File: config.mk
export PLATFORM = sky130hd
export DESIGN_NAME = vga_fb_arbiter
export DESIGN_NICKNAME = d
export VERILOG_FILES = /design/src/rtl/vga_pkg.sv /design/src/rtl/vga_wr_fifo.sv /design/src/rtl/vga_fb_arbiter.sv
export SDC_FILE = /design/constraint.sdc
export NUM_CORES = 1
export LEC_CHECK = 0
export ABC_AREA = 1
export CAP_MARGIN = 40
export CORE_ASPECT_RATIO = 2
export CORE_MARGIN = 5
export CORE_UTILIZATION = 60
export CTS_BUF_LIST = sky130_fd_sc_hd__clkbuf_16
export DETAILED_ROUTE_END_ITERATION = 8
export PLACE_DENSITY_LB_ADDON = 0.05
export SLEW_MARGIN = 10
export SYNTH_ARGS = -nofsm -noshare
export SYNTH_HDL_FRONTEND = slang
export SYNTH_SLANG_ARGS = --single-unit
File: constraint.sdc
create_clock -name clk -period 3.1 [get_ports clk]
set_input_delay 0.62 -clock clk [delete_from_list [all_inputs] [get_ports clk]]
set_output_delay 0.62 -clock clk [all_outputs]
set_load 0.05 [all_outputs]
File: src/rtl/vga_pkg.sv
// vga_pkg: frame-buffer geometry, pixel type and clear-engine states
package vga_pkg;
  localparam int H_RES       = 640;
  localparam int V_RES       = 480;
  localparam int SCALE_SHIFT = 2;
  localparam int FB_W        = H_RES >> SCALE_SHIFT;
  localparam int FB_H        = V_RES >> SCALE_SHIFT;
  localparam int FB_PIXELS   = FB_W * FB_H;
  localparam int ADDR_W      = 15;
  localparam int FIFO_DEPTH  = 16;
  typedef logic [11:0] pixel_t;
  typedef enum logic {CLR_IDLE, CLR_CLEAR} clr_state_t;
endpackage

File: src/rtl/vga_wr_fifo.sv
// vga_wr_fifo: show-ahead FIFO of pending frame-buffer pixel writes
module vga_wr_fifo
  import vga_pkg::*;
#(
  parameter int AW    = ADDR_W,
  parameter int DEPTH = FIFO_DEPTH
) (
  input  logic          clk,
  input  logic          rst_n,
  input  logic          push,
  input  logic [AW-1:0] push_addr,
  input  pixel_t        push_color,
  input  logic          pop,
  output logic          full,
  output logic          empty,
  output logic [AW-1:0] head_addr,
  output pixel_t        head_color
);
  localparam int PW = $clog2(DEPTH);
  localparam int CW = PW + 1;
  logic [AW+11:0] mem [DEPTH];
  logic [PW-1:0] rd_ptr, wr_ptr;
  logic [CW-1:0] count;
  logic do_push, do_pop;
  assign do_push = push && !full;
  assign do_pop = pop && !empty;
  assign full = count == CW'(DEPTH);
  assign empty = count == '0;
  assign {head_addr, head_color} = mem[rd_ptr];
  // entry storage; occupancy decides what is visible, so no reset needed
  always_ff @(posedge clk)
    if (do_push) mem[wr_ptr] <= {push_addr, push_color};
  // pointers wrap naturally because DEPTH is a power of two
  always_ff @(posedge clk or negedge rst_n)
    if (!rst_n) begin
      rd_ptr <= '0;
      wr_ptr <= '0;
      count  <= '0;
    end else begin
      if (do_push) wr_ptr <= wr_ptr + 1'b1;
      if (do_pop) rd_ptr <= rd_ptr + 1'b1;
      count <= count + CW'(do_push) - CW'(do_pop);
    end
endmodule

File: src/rtl/vga_fb_arbiter.sv
// vga_fb_arbiter: shares the frame-buffer RAM between display fetch, clear engine and buffered writes
module vga_fb_arbiter
  import vga_pkg::*;
(
  input  logic              clk,
  input  logic              rst_n,
  input  logic              vga_request,
  input  logic [10:0]       vga_xpos,
  input  logic [10:0]       vga_ypos,
  output pixel_t            vga_data,
  input  logic              wr_valid,
  output logic              wr_ready,
  input  logic [10:0]       wr_x,
  input  logic [10:0]       wr_y,
  input  pixel_t            wr_color,
  input  logic              clr_start,
  input  pixel_t            clr_color,
  output logic              clr_busy,
  output logic              wr_err,
  output logic [ADDR_W-1:0] mem_addr,
  output logic              mem_we,
  output pixel_t            mem_wdata,
  input  pixel_t            mem_rdata
);
  localparam logic [ADDR_W-1:0] CLR_LAST = ADDR_W'(FB_PIXELS - 1);
  clr_state_t state;
  logic [ADDR_W-1:0] clr_cnt, disp_addr, push_addr, head_addr;
  pixel_t clr_color_reg, head_color;
  logic rd_pending, full, empty, in_range, push, pop, bad_wr, clr_go, clr_accept;

  function automatic logic [ADDR_W-1:0] fb_addr(input logic [10:0] x, input logic [10:0] y);
    return ADDR_W'(32'(y) * FB_W + 32'(x));
  endfunction

  assign disp_addr = fb_addr(vga_xpos >> SCALE_SHIFT, vga_ypos >> SCALE_SHIFT);
  assign push_addr = fb_addr(wr_x, wr_y);
  assign in_range = 32'(wr_x) < FB_W && 32'(wr_y) < FB_H;
  assign wr_ready = !full;
  assign push = wr_valid && wr_ready && in_range;
  assign bad_wr = wr_valid && wr_ready && !in_range;
  assign clr_busy = state == CLR_CLEAR;
  assign clr_accept = clr_start && !clr_busy;
  assign clr_go = !vga_request && clr_busy;
  assign pop = !vga_request && !clr_busy && !empty;
  assign mem_we = clr_go || pop;
  assign mem_addr = vga_request ? disp_addr : clr_busy ? clr_cnt : pop ? head_addr : '0;
  assign mem_wdata = clr_go ? clr_color_reg : pop ? head_color : '0;
  assign vga_data = rd_pending ? mem_rdata : '0;

  vga_wr_fifo u_fifo (
    .clk        (clk),
    .rst_n      (rst_n),
    .push       (push),
    .push_addr  (push_addr),
    .push_color (wr_color),
    .pop        (pop),
    .full       (full),
    .empty      (empty),
    .head_addr  (head_addr),
    .head_color (head_color)
  );

  // marks that the RAM output next cycle belongs to the display
  always_ff @(posedge clk or negedge rst_n)
    if (!rst_n) rd_pending <= 1'b0;
    else rd_pending <= vga_request;

  // clear engine sweeps every frame-buffer address on cycles the display leaves free
  always_ff @(posedge clk or negedge rst_n)
    if (!rst_n) begin
      state         <= CLR_IDLE;
      clr_cnt       <= '0;
      clr_color_reg <= '0;
    end else if (clr_accept) begin
      state         <= CLR_CLEAR;
      clr_cnt       <= '0;
      clr_color_reg <= clr_color;
    end else if (clr_go) begin
      clr_cnt <= clr_cnt + 1'b1;
      if (clr_cnt == CLR_LAST) state <= CLR_IDLE;
    end

  // sticky flag for dropped out-of-range writes, cleared by starting a new clear
  always_ff @(posedge clk or negedge rst_n)
    if (!rst_n) wr_err <= 1'b0;
    else if (bad_wr) wr_err <= 1'b1;
    else if (clr_accept) wr_err <= 1'b0;
endmodule

==> metrics.txt <==
run status finished, violations left; failing checks setup timing; root buffer selected by CTS sky130_fd_sc_hd__clkbuf_16; number of distinct library cells after synthesis 38; core footprint 34,350 um2; final std cell area, no fill 26,840 um2; Critical path origin vga_ypos[5]; portion of the post-synthesis area used by sequential elements 67.15%; TritonCTS Sinks 475; Worst Hold Margin between 400 and 500 ps; number of flip-flops and latches in the synthesized netlist 475; transition time of the tightest slew-check pin 695.1 ps; fraction of layout instances using a drive strength above 1 19.55%; initial drt markers 1,748; number of hold-slack violations in the final timing report 0; class of the most critical hold timing path flip-flop to flip-flop; post-synth top area share 62.00%; number of vias per cell after detailed routing 6.080; post-detailed-routing wire length 60.17 mm; hold_sp clr_color_reg[10]; most common library cell in the layout ignoring fill and taps sky130_fd_sc_hd__edfxtp_1; standard-cell rows 96; wire length of the first global-routing pass 87.47 mm; fill cell count 2,156; CP max FO 3; via count 15,660; gp weighted congestion 0.8813; detailed-placement wirelength estimate 34.86 mm; post-route antenna net violation count 0; post-synthesis instance total between 1,500 and 2,000; max_slew headroom about 53%; WS Path Type input pin to primary output; post-route DRC violation count 0; Post-Route Skew 18.29 ps; vias in the first global route about 16,000; Die Y ~270 um; unrepaired setup endpoints after global routing yes; final-layout setup total negative slack -308.9 ps; total of warnings raised by yosys 0; clock tree from TritonCTS yes; post-synthesis instance area 20,920 um2; Buffers on Ports 123; max reg flops ~430; areal power density over the cells around 600 nW/um2; Tot Pwr 16.32 mW; clock insertion delay at the later pin of the skew report 550 ps; crit path launch type input pin; min Tclk post-route 3193 ps; pin count of the biggest net entering global routing 72; origin of the critical flop-to-flop path u_fifo.count[3]; count of H-tree levels built during CTS 2; final worst-path setup slack -93.33 ps; utilization after layout 78.14%; overall global routing resource usage 29.84%; grt ovf 0; max-slew violation total from the final report 0; Pleak approximately 9.9 nW; largest cells by area after synthesis sky130_fd_sc_hd__edfxtp_1 (62%), sky130_fd_sc_hd__nor2_1 (5.6%), sky130_fd_sc_hd__o21ai_0 (5.4%); maximum number of buffers from clock root to sink 3; IR Drop Worst-Case VDD 0.5363 mV; Placed Instance Area around 24,000 um2; I/O pin count 128; NumNets Final 2,240; part of the cycle the worst path needs 103.0%; Worst EP required approximately 2500 ps; area delta synth->final 28.30%; clock buffer count from CTS 40; initial antenna violation count 2; most frequent cells in the layout sky130_fd_sc_hd__edfxtp_1 (432), sky130_fd_sc_hd__nor2_1 (282), sky130_fd_sc_hd__nand2_1 (231); worst path arrival time 2570 ps; cell type with the highest aggregate area in the netlist sky130_fd_sc_hd__edfxtp_1; Avg Synthesized Cell Area ~11 um2; number of failing setup endpoints in the final timing report 7; average wire per standard cell 23.36 um; die footprint 38,930 um2; Setup crit end kind primary output; Worst-path clk slew 70 ps; Net Count, Synth 1,999; starting density of the core 60.90%; number of max-cap violations 0; die extent in x 142.0 um; fmax 0.3132 GHz; Detailed Routing Iterations Pass 1 5
per-layer routing:
layer	up-vias	GRT usage [%]	share of wire [%]
met4	0	16.43	5.7
met5	-	0	0
met3	195	4.380	7.9
li1	7029	-	-
met1	7635	34.49	34
met2	804	52.64	53
logic make-up (layout without fill, tap and decap cells):
logic type      after synthesis  after routing  share of synthesized area, %
simple gates                701            701                         13.61
flops                       475            475                         67.15
compound gates              402            402                         10.42
buf+inv                     203            475                         4.336
fa+ha+maj                    53             53                         3.349
xor+xnor                     26             26                         1.088
mux                           1              1                       0.04784
other cells                   0              2                             0
repair_timing:
action / CTS / global route
pin swaps: 44 / 44
gates resized for setup: 142 / 103
hold endpoints to repair: 5 / 0
hold buffers: 1 / 0
endpoints found under the setup margin: 91 / 75
buffers inserted: 13 / 4
gates cloned: 8 / 6
path summary, 6_finish.rpt:
kind | to | slack (ps) | cells past startpoint
setup reg to reg | u_fifo.count[4] | 410 | 12
hold reg to reg | clr_color_reg[10] | 490 | 2
setup / recovery | mem_addr[14] | -90 | 15
min in group asynchronous | clr_cnt[11] | 530 | 2
max in group asynchronous | u_fifo.rd_ptr[1] | 1960 | 3
hold / removal | clr_color_reg[10] | 490 | 2
worst max-delay path: stages:
cell and delay, ps:
sky130_fd_sc_hd__buf_8 100, sky130_fd_sc_hd__ha_4 230, sky130_fd_sc_hd__ha_4 160, sky130_fd_sc_hd__inv_2 50
sky130_fd_sc_hd__fa_2 450, sky130_fd_sc_hd__nor2_2 140, sky130_fd_sc_hd__nand3_1 100, sky130_fd_sc_hd__nand3_2 130
sky130_fd_sc_hd__nand2_2 60, sky130_fd_sc_hd__nor2_2 90, sky130_fd_sc_hd__nand3_1 80, sky130_fd_sc_hd__nand2_1 80
sky130_fd_sc_hd__nand3_2 70, sky130_fd_sc_hd__nand2_2 90, sky130_fd_sc_hd__buf_12 140
through the flow:
stage               worst slack, ps  std cells
finish                       -93.33       2576
global route                 -159.2       2576
CTS                          -121.2       2568
detailed placement           -856.3       2473
global placement             -702.7       2471
floorplan                    -70.41       1861
synth_stat cells:
master                     count
sky130_fd_sc_hd__o21bai_1      1
sky130_fd_sc_hd__nand2_1     258
sky130_fd_sc_hd__o22ai_1      34
sky130_fd_sc_hd__xnor2_1       9
sky130_fd_sc_hd__clkinv_1      2
sky130_fd_sc_hd__o211ai_1     32
sky130_fd_sc_hd__buf_1         7
sky130_fd_sc_hd__nor2_1      310
sky130_fd_sc_hd__inv_4         1
sky130_fd_sc_hd__o21a_1        1
sky130_fd_sc_hd__nand3_1      95
sky130_fd_sc_hd__o21ai_0     227
sky130_fd_sc_hd__buf_4         3
sky130_fd_sc_hd__o31ai_1       1
sky130_fd_sc_hd__nand4_1      10
sky130_fd_sc_hd__a22o_1        1
sky130_fd_sc_hd__nor4_1        2
sky130_fd_sc_hd__xor2_1       17
sky130_fd_sc_hd__a41oi_1       1
sky130_fd_sc_hd__edfxtp_1    432
sky130_fd_sc_hd__inv_2         1
sky130_fd_sc_hd__o221ai_1      8
sky130_fd_sc_hd__o21ai_1      61
sky130_fd_sc_hd__fa_1          5
sky130_fd_sc_hd__nor3_2        1
sky130_fd_sc_hd__clkbuf_1     38
sky130_fd_sc_hd__inv_1       101
sky130_fd_sc_hd__ha_1         48
sky130_fd_sc_hd__a21oi_1      34
sky130_fd_sc_hd__buf_2        39
sky130_fd_sc_hd__a31oi_1       1
sky130_fd_sc_hd__nor2_2       17
sky130_fd_sc_hd__or2_2         1
sky130_fd_sc_hd__buf_6        11
sky130_fd_sc_hd__mux2i_1       1
sky130_fd_sc_hd__dfrtp_1      43
sky130_fd_sc_hd__nand3b_1      3
sky130_fd_sc_hd__nor3_1        4
area by class of cell:
type / instances / area (um2) / share of cell area, %
tap: 441 / 551.8 / 2.055
clock inverter: 31 / 320.3 / 1.193
inverter: 105 / 425.4 / 1.585
timing repair inverter: 2 / 28.78 / 0.1072
timing repair buffer: 295 / 3669 / 13.67
antenna: 2 / 5.005 / 0.01864
clock buffer: 42 / 1051 / 3.915
sequential: 475 / 14060 / 52.37
multi-input combinational: 1183 / 6736 / 25.09
where the power goes:
group | total [mW] | switching (mW) | internal (mW)
logic | 3.67 | 2.19 | 1.47
clock network | 5.25 | 2.21 | 3.04
registers | 7.40 | 0.0908 | 7.31
total | 16.3 | 4.50 | 11.8
(Power assumes the default switching activity.)
